## config.mk

```make
export PLATFORM = sky130hd
export DESIGN_NAME = password_lock_ctrl
export DESIGN_NICKNAME = d
export VERILOG_FILES = /design/src/rtl/lock_pkg.sv /design/src/rtl/lockout_timer.sv /design/src/rtl/password_lock_ctrl.sv
export SDC_FILE = /design/constraint.sdc
export NUM_CORES = 1
export LEC_CHECK = 0
export CAP_MARGIN = 20
export CELL_PAD_IN_SITES_DETAIL_PLACEMENT = 1
export CELL_PAD_IN_SITES_GLOBAL_PLACEMENT = 1
export CORE_AREA = 2 2 53 55
export CTS_CLUSTER_SIZE = 30
export DETAILED_ROUTE_END_ITERATION = 8
export DIE_AREA = 0 0 55 57
export PLACE_DENSITY = 0.76
export SKIP_CTS_REPAIR_TIMING = 1
export SYNTH_ARGS = -nofsm -noshare
export SYNTH_HDL_FRONTEND = slang
export SYNTH_SLANG_ARGS = --single-unit
```

## constraint.sdc

```tcl
create_clock -name clk -period 1.9 [get_ports clk]
set_input_delay 0.57 -clock clk [delete_from_list [all_inputs] [get_ports clk]]
set_output_delay 0.57 -clock clk [all_outputs]
set_load 0.05 [all_outputs]
```

## src/rtl/lock_pkg.sv

```systemverilog
// Shared definitions for the password lock controller.
//   lock_state_e      : controller state (LOCKED, OPEN, LOCKOUT)
//   DEF_*             : default parameter values used by the top module
package lock_pkg;

    typedef enum logic [1:0] {
        LOCKED  = 2'd0,
        OPEN    = 2'd1,
        LOCKOUT = 2'd2
    } lock_state_e;

    localparam int DEF_PW_WIDTH    = 6;
    localparam int DEF_MAX_TRIES   = 3;
    localparam int DEF_LOCK_CYCLES = 16;

endpackage

```

## src/rtl/lockout_timer.sv

```systemverilog
// Loadable down-counter that times the LOCKOUT interval.
//   clk, rst_n : clock, asynchronous active-low reset (counter clears to 0)
//   load_i     : load LOCK_CYCLES into the counter
//   done_o     : high during the final cycle of the interval (count <= 1),
//                so the owner can leave LOCKOUT on the edge that takes the
//                count to zero
module lockout_timer #(
    parameter  int LOCK_CYCLES = 16,
    localparam int LW          = $clog2(LOCK_CYCLES + 1)
) (
    input  logic clk,
    input  logic rst_n,
    input  logic load_i,
    output logic done_o
);

    logic [LW-1:0] cnt_q;
    logic [LW-1:0] cnt_d;

    // Load has priority; otherwise count down and hold at zero.
    always_comb begin
        cnt_d = cnt_q;
        if (load_i) begin
            cnt_d = LW'(LOCK_CYCLES);
        end else if (cnt_q != '0) begin
            cnt_d = cnt_q - LW'(1);
        end
    end

    always_ff @(posedge clk or negedge rst_n) begin
        if (!rst_n) begin
            cnt_q <= '0;
        end else begin
            cnt_q <= cnt_d;
        end
    end

    assign done_o = (cnt_q <= LW'(1));

endmodule

```

## src/rtl/password_lock_ctrl.sv

```systemverilog
// Password lock controller: stores a password, checks entered codes, counts
// failed attempts and holds a timed lockout (alarm) after MAX_TRIES misses.
// Password changes are accepted only while open.
//
// Strobe semantics: enter and set are one-cycle pulses with no back-pressure.
// Every cycle a strobe is high counts as one request; pw_in is sampled in
// that cycle. All responses are registered and appear one cycle later.
//
// Ports:
//   clk, rst_n   : clock, asynchronous active-low reset
//   pw_in        : code from switches
//   enter        : try code (LOCKED) / relock (OPEN)
//   set          : store pw_in as the new password (OPEN only)
//   npw          : stored password
//   status       : one-cycle pulse, set accepted
//   set_err      : one-cycle pulse, set rejected
//   unlocked     : high while OPEN
//   alarm        : high while LOCKOUT
//   tries_left   : remaining attempts before lockout
//   dbg_state_o  : current controller state, for observation
module password_lock_ctrl
    import lock_pkg::*;
#(
    parameter  int                  PW_WIDTH    = DEF_PW_WIDTH,
    parameter  logic [PW_WIDTH-1:0] DEFAULT_PW  = '0,
    parameter  int                  MAX_TRIES   = DEF_MAX_TRIES,
    parameter  int                  LOCK_CYCLES = DEF_LOCK_CYCLES,
    localparam int                  TW          = $clog2(MAX_TRIES + 1)
) (
    input  logic                clk,
    input  logic                rst_n,
    input  logic [PW_WIDTH-1:0] pw_in,
    input  logic                enter,
    input  logic                set,
    output logic [PW_WIDTH-1:0] npw,
    output logic                status,
    output logic                set_err,
    output logic                unlocked,
    output logic                alarm,
    output logic [TW-1:0]       tries_left,
    output lock_state_e         dbg_state_o
);

    localparam logic [TW-1:0] TRIES_FULL = TW'(MAX_TRIES);

    lock_state_e         state_q,   state_d;
    logic [PW_WIDTH-1:0] npw_q,     npw_d;
    logic [TW-1:0]       tries_q,   tries_d;
    logic                status_q,  status_d;
    logic                set_err_q, set_err_d;
    logic                tmr_load;
    logic                tmr_done;

    lockout_timer #(
        .LOCK_CYCLES (LOCK_CYCLES)
    ) u_timer (
        .clk    (clk),
        .rst_n  (rst_n),
        .load_i (tmr_load),
        .done_o (tmr_done)
    );

    always_comb begin
        state_d   = state_q;
        npw_d     = npw_q;
        tries_d   = tries_q;
        status_d  = 1'b0;
        set_err_d = 1'b0;
        tmr_load  = 1'b0;
        case (state_q)
            LOCKED: begin
                // set is refused here but a simultaneous enter still counts.
                if (set) begin
                    set_err_d = 1'b1;
                end
                if (enter) begin
                    if (pw_in == npw_q) begin
                        state_d = OPEN;
                        tries_d = TRIES_FULL;
                    end else if (tries_q <= TW'(1)) begin
                        state_d  = LOCKOUT;
                        tries_d  = '0;
                        tmr_load = 1'b1;
                    end else begin
                        tries_d = tries_q - TW'(1);
                    end
                end
            end
            OPEN: begin
                // set wins over a simultaneous enter.
                if (set) begin
                    npw_d    = pw_in;
                    status_d = 1'b1;
                end else if (enter) begin
                    state_d = LOCKED;
                end
            end
            LOCKOUT: begin
                if (set) begin
                    set_err_d = 1'b1;
                end
                if (tmr_done) begin
                    state_d = LOCKED;
                    tries_d = TRIES_FULL;
                end
            end
            default: begin
                state_d = LOCKED;
            end
        endcase
    end

    always_ff @(posedge clk or negedge rst_n) begin
        if (!rst_n) begin
            state_q   <= LOCKED;
            npw_q     <= DEFAULT_PW;
            tries_q   <= TRIES_FULL;
            status_q  <= 1'b0;
            set_err_q <= 1'b0;
        end else begin
            state_q   <= state_d;
            npw_q     <= npw_d;
            tries_q   <= tries_d;
            status_q  <= status_d;
            set_err_q <= set_err_d;
        end
    end

    assign npw         = npw_q;
    assign status      = status_q;
    assign set_err     = set_err_q;
    assign unlocked    = (state_q == OPEN);
    assign alarm       = (state_q == LOCKOUT);
    assign tries_left  = tries_q;
    assign dbg_state_o = state_q;

endmodule

```

==> flow_results.xml <==
<?xml version="1.0" encoding="UTF-8"?>
<metrics>
  <group name="route">
    <metric name="route.detailed.wl_per_inst" unit="um">13.4</metric>
    <metric name="drt.antenna.violating_nets" unit="">0</metric>
    <metric name="vias_per_cell" unit="">4.92</metric>
    <metric name="detail_route.wirelength" unit="um">1740</metric>
    <metric name="route.detailed.drc" unit="">0</metric>
    <metric name="detailedRoute.firstPassIterationCount" unit="">4</metric>
    <metric name="dr_total_vias" unit="">640</metric>
    <metric name="drt_iter0_drc" unit="">3</metric>
  </group>
  <group name="power">
    <metric name="total_power" unit="mW">1.62</metric>
    <metric name="vdd_drop_max" unit="mV">1.03</metric>
    <metric name="leakage" unit="nW">0.549</metric>
    <metric name="pd_cells" unit="mW/mm^2">1380</metric>
  </group>
  <group name="grt">
    <metric name="antenna_found_initial" unit="">0</metric>
    <metric name="grt.overflow.total" unit="">0</metric>
    <metric name="grt_pass1_vias" unit="">679</metric>
    <metric name="largest_net_degree_at_the_start_of_global_routing" unit="">18</metric>
    <metric name="gr-usage-all-layers" unit="">0.133</metric>
    <metric name="grt_pass1_wl" unit="um">3000</metric>
  </group>
  <group name="yosys">
    <metric name="mappedNetlistArea" unit="sq um">845</metric>
    <metric name="post_synth_main_area_contributors" unit="">dfrtp_1 44%, mux2_2 8.0%, dfstp_2 6.2%</metric>
    <metric name="synthesis.area_per_instance" unit="sq um">11.9</metric>
    <metric name="synth_ff_type" unit="">dfrtp_1</metric>
    <metric name="yosysTopAreaCell" unit="">dfrtp_1</metric>
    <metric name="postSynth.asyncResetShare" unit="">1.00</metric>
    <metric name="synth_top_area_share" unit="">0.444</metric>
    <metric name="synth_enable_flop_cells" unit="">0</metric>
    <metric name="synthTopCellsByCount" unit="">15 x dfrtp_1, 6 x inv_1, 6 x mux2_2, 5 x nor2_1</metric>
    <metric name="postSynthNetCount" unit="">83</metric>
    <metric name="yosysMostFrequentCell" unit="">dfrtp_1</metric>
    <metric name="yosysUniqueCellTypes" unit="">25</metric>
    <metric name="yosys_warnings" unit="">0</metric>
    <metric name="synth-seq-area-share" unit="">0.507</metric>
    <metric name="ys_ff_latch" unit="">17</metric>
    <metric name="synthCells" unit="">71</metric>
  </group>
  <group name="clock_tree">
    <metric name="tritoncts" unit="">built</metric>
    <metric name="clk_pin_slew" unit="ns">0.09</metric>
    <metric name="cts-root-to-sink-buffers" unit="">2</metric>
    <metric name="clock_sinks" unit="">17</metric>
    <metric name="numCtsBuffers" unit="">3</metric>
    <metric name="clock-root-buffer" unit="">clkbuf_4</metric>
    <metric name="h-tree-depth" unit="">1</metric>
    <metric name="worstSkewPairLatency" unit="ns">0.28</metric>
  </group>
  <group name="worst_setup_path">
    <metric name="worst_path_arrival" unit="ns">1.93</metric>
    <metric name="crit_path_end_kind" unit="">register</metric>
    <metric name="start_kind" unit="">input port</metric>
    <metric name="timing.critical_path.fanout_max" unit="">6</metric>
    <metric name="regToRegSetupSlack" unit="ns">0.37</metric>
    <metric name="critical_path_class" unit="">input port to register</metric>
    <metric name="worst_r2r_path_depth" unit="">3</metric>
    <metric name="critPathRequiredTime" unit="ns">2.06</metric>
  </group>
  <group name="floorplanning">
    <metric name="dieWidth" unit="um">55</metric>
    <metric name="placement_rows" unit="">19</metric>
    <metric name="core_area" unit="sq mm">0.00262</metric>
    <metric name="die_y" unit="um">57</metric>
    <metric name="starting_density_of_the_core" unit="">0.323</metric>
    <metric name="design.die.area" unit="sq mm">0.00314</metric>
    <metric name="i_o_pin_total" unit="">24</metric>
  </group>
  <group name="placed_design">
    <metric name="io_buffer_count" unit="">23</metric>
    <metric name="globalplace.congestion" unit="">0.653</metric>
    <metric name="preCtsSetupSlack" unit="ns">-0.187</metric>
    <metric name="hpwlAfterDp" unit="um">1390</metric>
  </group>
  <group name="timing">
    <metric name="final_setup_violation_count" unit="">0</metric>
    <metric name="actual_transition_at_the_worst_max_transition_pin" unit="ns">0.465</metric>
    <metric name="total_count_of_hold_check_failures_in_the_final_report" unit="">0</metric>
    <metric name="timing.slew.headroom" unit="">0.688</metric>
    <metric name="slew_violations" unit="">0</metric>
    <metric name="layout_min_cycle_time" unit="ns">1.78</metric>
    <metric name="finalClockSkew" unit="ns">0.00349</metric>
    <metric name="max_clock_freq" unit="MHz">563</metric>
    <metric name="unrepaired_setup_endpoints_after_global_routing" unit="">no</metric>
    <metric name="post-route-worst-setup-slack" unit="ns">0.123</metric>
    <metric name="final_min_period_over_clock_period" unit="">0.935</metric>
    <metric name="timing.hold.ws" unit="ns">0.540</metric>
  </group>
  <group name="cells_and_area">
    <metric name="nets" unit="">112</metric>
    <metric name="n_antenna_cell" unit="">0</metric>
    <metric name="layout-area-overhead-vs-synth" unit="%">39.0</metric>
    <metric name="count_of_filler_cells_inserted_in_the_layout" unit="">290</metric>
    <metric name="drive_above_1_share" unit="">0.313</metric>
  </group>
  <group name="min_path">
    <metric name="worst_hold_path.num_cells" unit="">1</metric>
    <metric name="hold_path.class" unit="">register to register</metric>
  </group>
  <group name="run_status">
    <metric name="status" unit="">finished, final reports clean</metric>
  </group>
  <group name="flow_run">
    <metric name="cap_violations" unit="">0</metric>
  </group>
</metrics>
power breakdown:
| part | switching [mW] | leakage [nW] | total, mW | internal (mW) |
|---|---|---|---|---|
| Sequential | 0.128 | 0.215 | 0.613 | 0.485 |
| Combinational | 0.455 | 0.319 | 0.825 | 0.370 |
| Clock | 0.105 | 0.0150 | 0.187 | 0.0815 |
worst paths after layout:
kind | from | to
setup / recovery | enter | u_timer.cnt_q[1]
max in group asynchronous | rst_n | tries_left[0]
min in group asynchronous | rst_n | npw[1]
hold / removal | u_timer.cnt_q[4] | u_timer.cnt_q[4]
hold reg to reg | u_timer.cnt_q[4] | u_timer.cnt_q[4]
setup reg to reg | dbg_state_o[0] | u_timer.cnt_q[1]
layer usage:
| layer | GRT usage | share of wire | vias to the layer above |
|---|---|---|---|
| met5 | 0 | 0 | - |
| met4 | 0.0627 | 0.0069 | 0 |
| met3 | 0.0314 | 0.055 | 2 |
| met2 | 0.230 | 0.54 | 21 |
| met1 | 0.149 | 0.40 | 313 |
| li1 | - | - | 304 |
area by class of cell:
cell class | count | area (sq um) | area share
Sequential cell | 17 | 428 | 0.365
Multi-Input combinational cell | 47 | 385 | 0.328
Timing Repair Buffer | 25 | 273 | 0.232
Tap cell | 31 | 38.8 | 0.0330
Clock buffer | 4 | 26.3 | 0.0224
Inverter | 6 | 22.5 | 0.0192
placed cells by master (no fill, tap or decap):
| cell type | netlist | routed |
|---|---|---|
| dfrtp_1 | 15 | 15 |
| buf_4 | 0 | 11 |
| clkdlybuf4s50_1 | 0 | 9 |
| inv_1 | 6 | 6 |
| mux2_2 | 6 | 6 |
| nor2_1 | 5 | 5 |
| buf_12 | 0 | 5 |
| xor2_1 | 4 | 4 |
| xnor2_1 | 4 | 4 |
| o21ai_0 | 4 | 4 |
| nand2_1 | 3 | 3 |
| o211ai_1 | 3 | 3 |
| clkbuf_4 | 0 | 3 |
| nor2b_1 | 3 | 2 |
| a21o_1 | 2 | 2 |
| ha_1 | 2 | 2 |
| dfstp_2 | 2 | 2 |
| nor2b_2 | 0 | 1 |
| and2b_1 | 1 | 1 |
| nor4_4 | 1 | 1 |
| or3_1 | 1 | 1 |
| a311oi_4 | 1 | 1 |
| nor3_1 | 1 | 1 |
| a211oi_1 | 1 | 1 |
| a21oi_1 | 1 | 1 |
| nand3_1 | 1 | 1 |
| a32oi_1 | 1 | 1 |
| o22ai_1 | 1 | 1 |
| a2111oi_2 | 1 | 1 |
| clkbuf_1 | 0 | 1 |
logic make-up after synthesis:
family | count (synthesis) | synth area share
xor gates and xnor gates | 8 | 0.0830
DFF | 17 | 0.507
buffers and inverters | 7 | 0.0400
and+or+nand+nor | 16 | 0.111
AOI/OAI and AO/OA | 15 | 0.150
muxes | 6 | 0.0800
adders and majority gates | 2 | 0.0296
critical path, stage by stage:
cell and delay, ns:
clkdlybuf4s50_1 0.46, inv_1 0.05, or3_1 0.37, a311oi_4 0.40
a211oi_1 0.09
flip-flops by register name, summed over array words and instances, names as in the netlist:
signal / cells
npw: 6
u_timer.cnt_q: 5
set_err: 1
tries_left: 2
dbg_state_o: 2
status: 1
per-stage QoR:
stage                util  TNS, ns  cells  area [sq um]
floorplan               -        0     71           847
global route        0.449        0    130          1170
global placement    0.439   -0.943    126          1150
detailed placement  0.439    -1.53    126          1150
finish              0.449        0    130          1170
CTS                 0.449        0    130          1170
Power figures use the tool's default switching activity.
